<file path="src/rtl/capi_reset_sequencer.sv">
// Staged reset release for the CAPI card: stages leave reset in order 0..N-1, each after a
// guard delay and only once the previous stage reports ready; a stuck stage raises a sticky timeout.
module capi_reset_sequencer #(
    parameter int unsigned NUM_STAGES  = 4,
    parameter logic [9:0]  STAGE_DELAY = 10'd64,
    parameter logic [15:0] TIMEOUT     = 16'd4096,
    parameter int unsigned SYNC_STAGES = 2
) (
    input  logic                  CLK,
    input  logic                  RESET,
    input  logic                  SOFT_RESET_REQ,
    input  logic [NUM_STAGES-1:0] STAGE_READY,
    output logic [NUM_STAGES-1:0] STAGE_RESET,
    output logic                  ALL_READY,
    output logic                  TIMEOUT_ERR,
    output logic [3:0]            ERR_STAGE
);
    typedef enum logic [2:0] {
        S_HOLD     = 3'd0,
        S_WAIT_DLY = 3'd1,
        S_WAIT_RDY = 3'd2,
        S_DONE     = 3'd3,
        S_ERROR    = 3'd4
    } state_e;

    localparam logic [3:0] LAST_IDX = 4'(NUM_STAGES - 1);

    logic [SYNC_STAGES-1:0] rst_sync_q, rst_sync_d;
    logic                   rst_sync_s;
    logic                   ready_sel_s;
    state_e                 state_q, state_d;
    logic [9:0]             dly_q, dly_d;
    logic [15:0]            tmo_q, tmo_d;
    logic [3:0]             idx_q, idx_d;
    logic [NUM_STAGES-1:0]  stage_rst_q, stage_rst_d;
    logic                   all_ready_q, all_ready_d;
    logic                   tmo_err_q, tmo_err_d;
    logic [3:0]             err_stage_q, err_stage_d;

    // Reset release synchronizer: shifts zeros in once RESET drops.
    always_comb begin
        rst_sync_d = {rst_sync_q[SYNC_STAGES-2:0], 1'b0};
    end

    assign rst_sync_s = rst_sync_q[SYNC_STAGES-1];

    // Select the ready line of the stage currently being waited on.
    always_comb begin
        ready_sel_s = 1'b0;
        for (int i = 0; i < int'(NUM_STAGES); i++) begin
            if (idx_q == 4'(i)) begin
                ready_sel_s = STAGE_READY[i];
            end else begin
                ready_sel_s = ready_sel_s;
            end
        end
    end

    // Next-state and next-output computation for the sequencing FSM.
    always_comb begin
        state_d     = state_q;
        dly_d       = dly_q;
        tmo_d       = tmo_q;
        idx_d       = idx_q;
        stage_rst_d = stage_rst_q;
        all_ready_d = all_ready_q;
        tmo_err_d   = tmo_err_q;
        err_stage_d = err_stage_q;

        // Soft re-sequence keeps the error record; only RESET clears it.
        if (rst_sync_s || SOFT_RESET_REQ) begin
            state_d     = S_HOLD;
            dly_d       = 10'd0;
            tmo_d       = 16'd0;
            idx_d       = 4'd0;
            stage_rst_d = '1;
            all_ready_d = 1'b0;
        end else begin
            case (state_q)
                S_HOLD: begin
                    if (dly_q == STAGE_DELAY - 10'd1) begin
                        stage_rst_d[0] = 1'b0;
                        idx_d          = 4'd0;
                        tmo_d          = 16'd0;
                        dly_d          = 10'd0;
                        state_d        = S_WAIT_RDY;
                    end else begin
                        dly_d = dly_q + 10'd1;
                    end
                end
                S_WAIT_RDY: begin
                    tmo_d = tmo_q + 16'd1;
                    if (ready_sel_s) begin
                        if (idx_q == LAST_IDX) begin
                            all_ready_d = 1'b1;
                            state_d     = S_DONE;
                        end else begin
                            idx_d   = idx_q + 4'd1;
                            dly_d   = 10'd0;
                            state_d = S_WAIT_DLY;
                        end
                    end else if (tmo_q == TIMEOUT - 16'd1) begin
                        tmo_err_d   = 1'b1;
                        err_stage_d = idx_q;
                        state_d     = S_ERROR;
                    end else begin
                        state_d = S_WAIT_RDY;
                    end
                end
                S_WAIT_DLY: begin
                    if (dly_q == STAGE_DELAY - 10'd1) begin
                        for (int i = 0; i < int'(NUM_STAGES); i++) begin
                            if (idx_q == 4'(i)) begin
                                stage_rst_d[i] = 1'b0;
                            end else begin
                                stage_rst_d[i] = stage_rst_d[i];
                            end
                        end
                        tmo_d   = 16'd0;
                        state_d = S_WAIT_RDY;
                    end else begin
                        dly_d = dly_q + 10'd1;
                    end
                end
                S_DONE:  state_d = S_DONE;
                S_ERROR: state_d = S_ERROR;
                default: begin
                    state_d     = S_HOLD;
                    dly_d       = 10'd0;
                    stage_rst_d = '1;
                    all_ready_d = 1'b0;
                end
            endcase
        end
    end

    // Synchronizer flops: asserted asynchronously, released on the clock.
    always_ff @(posedge CLK or posedge RESET) begin
        if (RESET) begin
            rst_sync_q <= '1;
        end else begin
            rst_sync_q <= rst_sync_d;
        end
    end

    // FSM state, counters and registered outputs.
    always_ff @(posedge CLK or posedge RESET) begin
        if (RESET) begin
            state_q     <= S_HOLD;
            dly_q       <= 10'd0;
            tmo_q       <= 16'd0;
            idx_q       <= 4'd0;
            stage_rst_q <= '1;
            all_ready_q <= 1'b0;
            tmo_err_q   <= 1'b0;
            err_stage_q <= 4'd0;
        end else begin
            state_q     <= state_d;
            dly_q       <= dly_d;
            tmo_q       <= tmo_d;
            idx_q       <= idx_d;
            stage_rst_q <= stage_rst_d;
            all_ready_q <= all_ready_d;
            tmo_err_q   <= tmo_err_d;
            err_stage_q <= err_stage_d;
        end
    end

    assign STAGE_RESET = stage_rst_q;
    assign ALL_READY   = all_ready_q;
    assign TIMEOUT_ERR = tmo_err_q;
    assign ERR_STAGE   = err_stage_q;

endmodule

</file>
<file path="config.mk">
export PLATFORM = sky130hd
export DESIGN_NAME = capi_reset_sequencer
export DESIGN_NICKNAME = d
export VERILOG_FILES = /design/src/rtl/capi_reset_sequencer.sv
export SDC_FILE = /design/constraint.sdc
export NUM_CORES = 1
export LEC_CHECK = 0
export CAP_MARGIN = 20
export CORE_ASPECT_RATIO = 1.75
export CORE_MARGIN = 3
export CORE_UTILIZATION = 60
export CTS_BUF_LIST = sky130_fd_sc_hd__clkbuf_4
export CTS_CLUSTER_SIZE = 24
export DETAILED_ROUTE_END_ITERATION = 8
export GPL_ROUTABILITY_DRIVEN = 0
export HOLD_SLACK_MARGIN = 0.05
export PLACE_DENSITY = 0.88
export SETUP_SLACK_MARGIN = 0.1
export SYNTH_ARGS = -nofsm -noshare
export SYNTH_HDL_FRONTEND = slang
export SYNTH_SLANG_ARGS = --single-unit
</file>
<file path="constraint.sdc">
create_clock -name CLK -period 3.15 [get_ports CLK]
set_input_delay 0.945 -clock CLK [delete_from_list [all_inputs] [get_ports CLK]]
set_output_delay 0.945 -clock CLK [all_outputs]
set_load 0.05 [all_outputs]
</file>
# Yosys cells after proc, flatten, opt, wreduce, memory -nomap -nowiden
# Cells that the tools add are included.
# Widths: inputs -> output; s select.
[totals]
out_inout_bits = 10
reg_bits = 45
latch_bits = 0
ram_bits = 0
wordCells = 97
mem_count = 0
rom_bits = 0
[op_classes]
n_eq_ne = 24
addsub = 3
n_bitwise = 2
shift = 0
n_mux = 37
magnitude_cmp = 0
mul = 0
reduce_logical = 19
div_mod_pow = 0
[ops]
columns = ["op", "count"]
rows = [
  ["$mux 10", 5],
  ["$pmux 10 s4", 1],
  ["$mux 16", 2],
  ["$pmux 16 s2", 1],
  ["$ne 3x3->1 const B", 10],
  ["$mux 4", 6],
  ["$add 16x1->16 const B", 1],
  ["$eq 16x12->1 const B", 1],
  ["$reduce_and 4->1", 4],
  ["$mux 1", 12],
  ["$mux 3", 4],
  ["$pmux 3 s4", 1],
  ["$reduce_and 3->1", 4],
  ["$add 10x1->10 const B", 1],
  ["$eq 10x6->1 const B", 1],
  ["$eq 4x2->1 const B", 2],
  ["$ne 2x1->1 const B", 4],
  ["$pmux 4 s2", 1],
  ["$reduce_or 4->1", 2],
  ["$eq 3x2->1 const B", 2],
  ["$pmux 3 s2", 1],
  ["$reduce_bool 3->1", 2],
  ["$add 4x1->4 const B", 1],
  ["$eq 4x1->1 const B", 1],
  ["other kinds (13)", 15],
]

# Longest topological paths before layout
[logic_depth]
ltp_word = 8
ltp_mapped = 7
ltp_nobuf = 7

# Worst setup path before layout
# No wires, ideal clock.
[synth_path]
kind = "input -> register"
from = "in STAGE_READY[0]"
to = "reg err_stage_q[0] (netlist: ERR_STAGE[0])"
cell_stages = 5
slack_ps = 1040
t_arrival_ps = 1985
path_buffers = 0
required_ps = 3025
cell_sequence = "nand2_1 > o21ai_0 > o2111ai_1 > nand4b_2 > mux2_2"
[synth_between]
elab_chain_len = 6
[synth_lines]
columns = ["item", "line_no", "text"]
rows = [
  ["start, declared", "12", "input logic [NUM_STAGES-1:0] STAGE_READY,"],
  ["$mux 1 (4 in series)", "51", "if (idx_q == 4'(i)) begin"],
  ["$not 1->1 (no source line)", "n/a", ""],
  ["$reduce_and 4->1 (no source line)", "n/a", ""],
  ["end signal, assigned", "165", "err_stage_q <= err_stage_d;"],
  ["end, declared", "38", "logic [3:0] err_stage_q, err_stage_d;"],
]
# Every way passes these cells.
# A chain may end at the register's enable or synchronous reset.

# Worst setup path after layout
[layout_path]
from = "reg stage_rst_q[2] (netlist: STAGE_RESET[2])"
to = "out STAGE_RESET[2]"
[layout_lines]
columns = ["item", "line_no", "text"]
rows = [
  ["start, declared", "35", "logic [NUM_STAGES-1:0] stage_rst_q, stage_rst_d;"],
  ["start signal, assigned", "162", "stage_rst_q <= stage_rst_d;"],
  ["end, declared", "13", "output logic [NUM_STAGES-1:0] STAGE_RESET,"],
]
# No word-level cell between the ends.

==> impl_metrics.json <==
{
  "cp_num_cells": 1,
  "place_area_mm2": 0.002536,
  "r2r_cells": 6,
  "die_area_mm2": 0.004735,
  "cts_hold_buffers": 0,
  "dieWidth_um": 53.32,
  "layout_common_cells": "dfrtp_1 (39), nor2_1 (32), nand2_1 (16), a21oi_1 (16), clkdlybuf4s50_1 (16)",
  "antenna_found_initial": 0,
  "slew_headroom_pct": 53.01,
  "period_share_pct": 84.82,
  "fin_crit_ns": 2.672,
  "cp-start-kind": "flop",
  "die_h_um": 88.81,
  "ir_drop_uv": 355.9,
  "layout_commonest_cell": "dfrtp_1",
  "cts-root-buf": "clkbuf_4",
  "drc_errors": 0,
  "diodes": 0,
  "drt_first_pass_iters": 4,
  "ant_nets": 0,
  "r2r-end": "ERR_STAGE[1]$_DFFE_PP0P_",
  "fin_setup_tns_ns": 0,
  "numCtsBuffers": 5,
  "vias_per_cell": 5.768,
  "finalSetupViolCount": 0,
  "max_stage_delay_ns": 0.81,
  "path_class": "flop to output port",
  "cts-htree-levels": 2,
  "nets": 276,
  "grt_pass1_wl_um": 7803,
  "grt_usage_pct": 22.47,
  "hpwl_um": 3318,
  "num_vias": 1788,
  "synth.ff_latch_count": 45,
  "drive_above_1_share_pct": 11.74,
  "drt_iter0_markers": 40,
  "syn_area_mm2": 0.002351,
  "ff2ff_setup_slack_ns": 1.00,
  "post_cts_resized": 0,
  "required_ns": 2.20,
  "r2r-start": "idx_q[0]$_DFFE_PP0P_",
  "end_kind": "output port",
  "synth_ff_type": "dfrtp_1",
  "slowest_stage": "clkdlybuf4s50_1",
  "ys_seq_area_share_pct": 48.22,
  "cts_tree": "built",
  "io_buffer_count": 16,
  "syn2layout_area_growth_pct": 10.43,
  "synth_area_per_cell_um2": 9.596,
  "cts_sinks": 45,
  "timing.fmax_mhz": 374.3,
  "synth_fp_nets": 258,
  "rsz0062_at_grt": "false",
  "multiInputGateArea_mm2": 0.001110,
  "hold_viol": 0,
  "clock_latency_ns": 0.37,
  "initial_core_util_pct": 63.52,
  "cts_buffer_depth": 2,
  "io_pins": 17,
  "power_leakage_nw": 1.054,
  "wl_per_cell_um": 14.57,
  "power_uw": 944.6,
  "synth_edf_count": 0,
  "cp_num_buf_inv": 1,
  "min_path_type": "flop to flop",
  "grt_start_max_net_pins": 46,
  "yosysWarnings": 0,
  "cp.arrival_ns": 1.73,
  "netlist_instances": 245,
  "fin_area_mm2": 0.002596,
  "drv_cap": 0,
  "cp-startpoint": "STAGE_RESET[2]$_DFFE_PP1P_",
  "row_count": 29,
  "synthDistinctLibCells": 49,
  "grt_pass1_vias": 1824,
  "drt-total-wl_um": 4516,
  "register_area_mm2": 0.001134,
  "cts_setup_buffers": 0,
  "coreArea_mm2": 0.003701,
  "clk_pin_slew_ns": 0.13,
  "tightest_slew_ns": 0.7041,
  "cp_cell_sequence": "clkdlybuf4s50_1",
  "maxSlewViolCount": 0,
  "clock_skew_ns": 0.01599,
  "p_per_area_mw_per_mm2": 363.8,
  "status": "finished clean",
  "async_reset_ff_share_pct": 100.0,
  "path_delay_family": "buffers and inverters",
  "cp_max_fo": 2,
  "nFillCells": 285,
  "endpoint": "STAGE_RESET[2]",
  "grt.overflow.total": 0
}
-- through the flow --
step	worst slack (ns)	util, %	hold slack, ns	instances
after CTS	0.4570	70.15	0.3656	310
after global routing	0.4317	70.15	0.3688	310
after detailed placement	0.3914	68.53	0.3473	302
after global placement	0.4162	68.53	0.3459	302
final	0.4782	70.15	0.3648	310
after floorplan	1.040	-	0.3452	245
-- kinds of logic after synthesis --
family / Yosys count / synth area share (%)
simple gates: 104 / 24.38
fa+ha+maj: 6 / 3.193
other cells: 1 / 0.1595
xor+xnor: 12 / 4.470
buf+inv: 23 / 4.577
mux: 5 / 2.342
compound gates: 49 / 12.67
flops: 45 / 48.22
-- how the worst min path moves through the flow --
| stage | slack, ns | cells after the start | start | endpoint |
|---|---|---|---|---|
| 2_1_floorplan | 0.35 | 0 | rst_sync_q[0]$_DFF_PP1_ | rst_sync_q[1]$_DFF_PP1_ |
| 3_3_place_gp | 0.35 | 0 | rst_sync_q[0]$_DFF_PP1_ | rst_sync_q[1]$_DFF_PP1_ |
| 3_5_place_dp | 0.35 | 0 | rst_sync_q[0]$_DFF_PP1_ | rst_sync_q[1]$_DFF_PP1_ |
| 4_1_cts | 0.37 | 0 | rst_sync_q[0]$_DFF_PP1_ | rst_sync_q[1]$_DFF_PP1_ |
| 5_1_grt | 0.37 | 0 | rst_sync_q[0]$_DFF_PP1_ | rst_sync_q[1]$_DFF_PP1_ |
| 6_report | 0.36 | 0 | rst_sync_q[0]$_DFF_PP1_ | rst_sync_q[1]$_DFF_PP1_ |
-- synth_stat cells, types with 2 or more instances --
cell type / n / area share (%)
dfrtp_1: 39 / 42
nor2_1: 32 / 5.1
a21oi_1: 16 / 3.4
inv_1: 16 / 2.6
nand2_1: 16 / 2.6
o21ai_0: 12 / 2.6
nand3_1: 10 / 2.1
a31oi_1: 9 / 2.4
nor3_1: 8 / 1.7
dfstp_2: 6 / 6.7
ha_1: 6 / 3.2
xnor2_1: 6 / 2.2
xor2_1: 6 / 2.2
and2_1: 4 / 1.1
mux2_2: 4 / 1.9
nor4_1: 4 / 1.1
or3_1: 4 / 1.1
and3_1: 3 / 0.80
nand3b_1: 3 / 0.96
nand4_1: 3 / 0.80
or2_2: 3 / 0.80
buf_2: 2 / 0.43
buf_6: 2 / 0.96
clkbuf_1: 2 / 0.32
nor3_4: 2 / 1.4
o21a_1: 2 / 0.64
o31ai_1: 2 / 0.64
or2_1: 2 / 0.53
-- area by class of cell --
cell class              count  area share, %
clock buffers               6          1.735
repair buffers             18          6.747
flip-flops and latches     45          43.66
clock inverters             2         0.5783
inverters                  16          2.313
multi-input cells         177          42.75
well taps                  46          2.217
-- sequential cells by signal, indices dropped and copies added (netlist names) --
register	count
tmo_q	16
dly_q	10
ERR_STAGE	4
STAGE_RESET	4
idx_q	4
state_q	3
rst_sync_q	2
ALL_READY	1
TIMEOUT_ERR	1
-- metal layers --
layer	wire length [µm]	GRT usage, %	part of all wire [%]	vias to the layer above
met1	1844	24.78	41	863
met4	111	12.33	2.5	0
met5	0	0	0	-
li1	-	-	-	888
met2	2436	38.77	54	28
met3	123	4.890	2.7	9
-- power breakdown --
part | leakage, nW | switching, mW | internal (mW)
clock | 0.0279 | 0.185 | 0.0959
sequential | 0.606 | 0.0132 | 0.592
combinational | 0.420 | 0.0364 | 0.0223
Power figures use the tool's default switching activity.
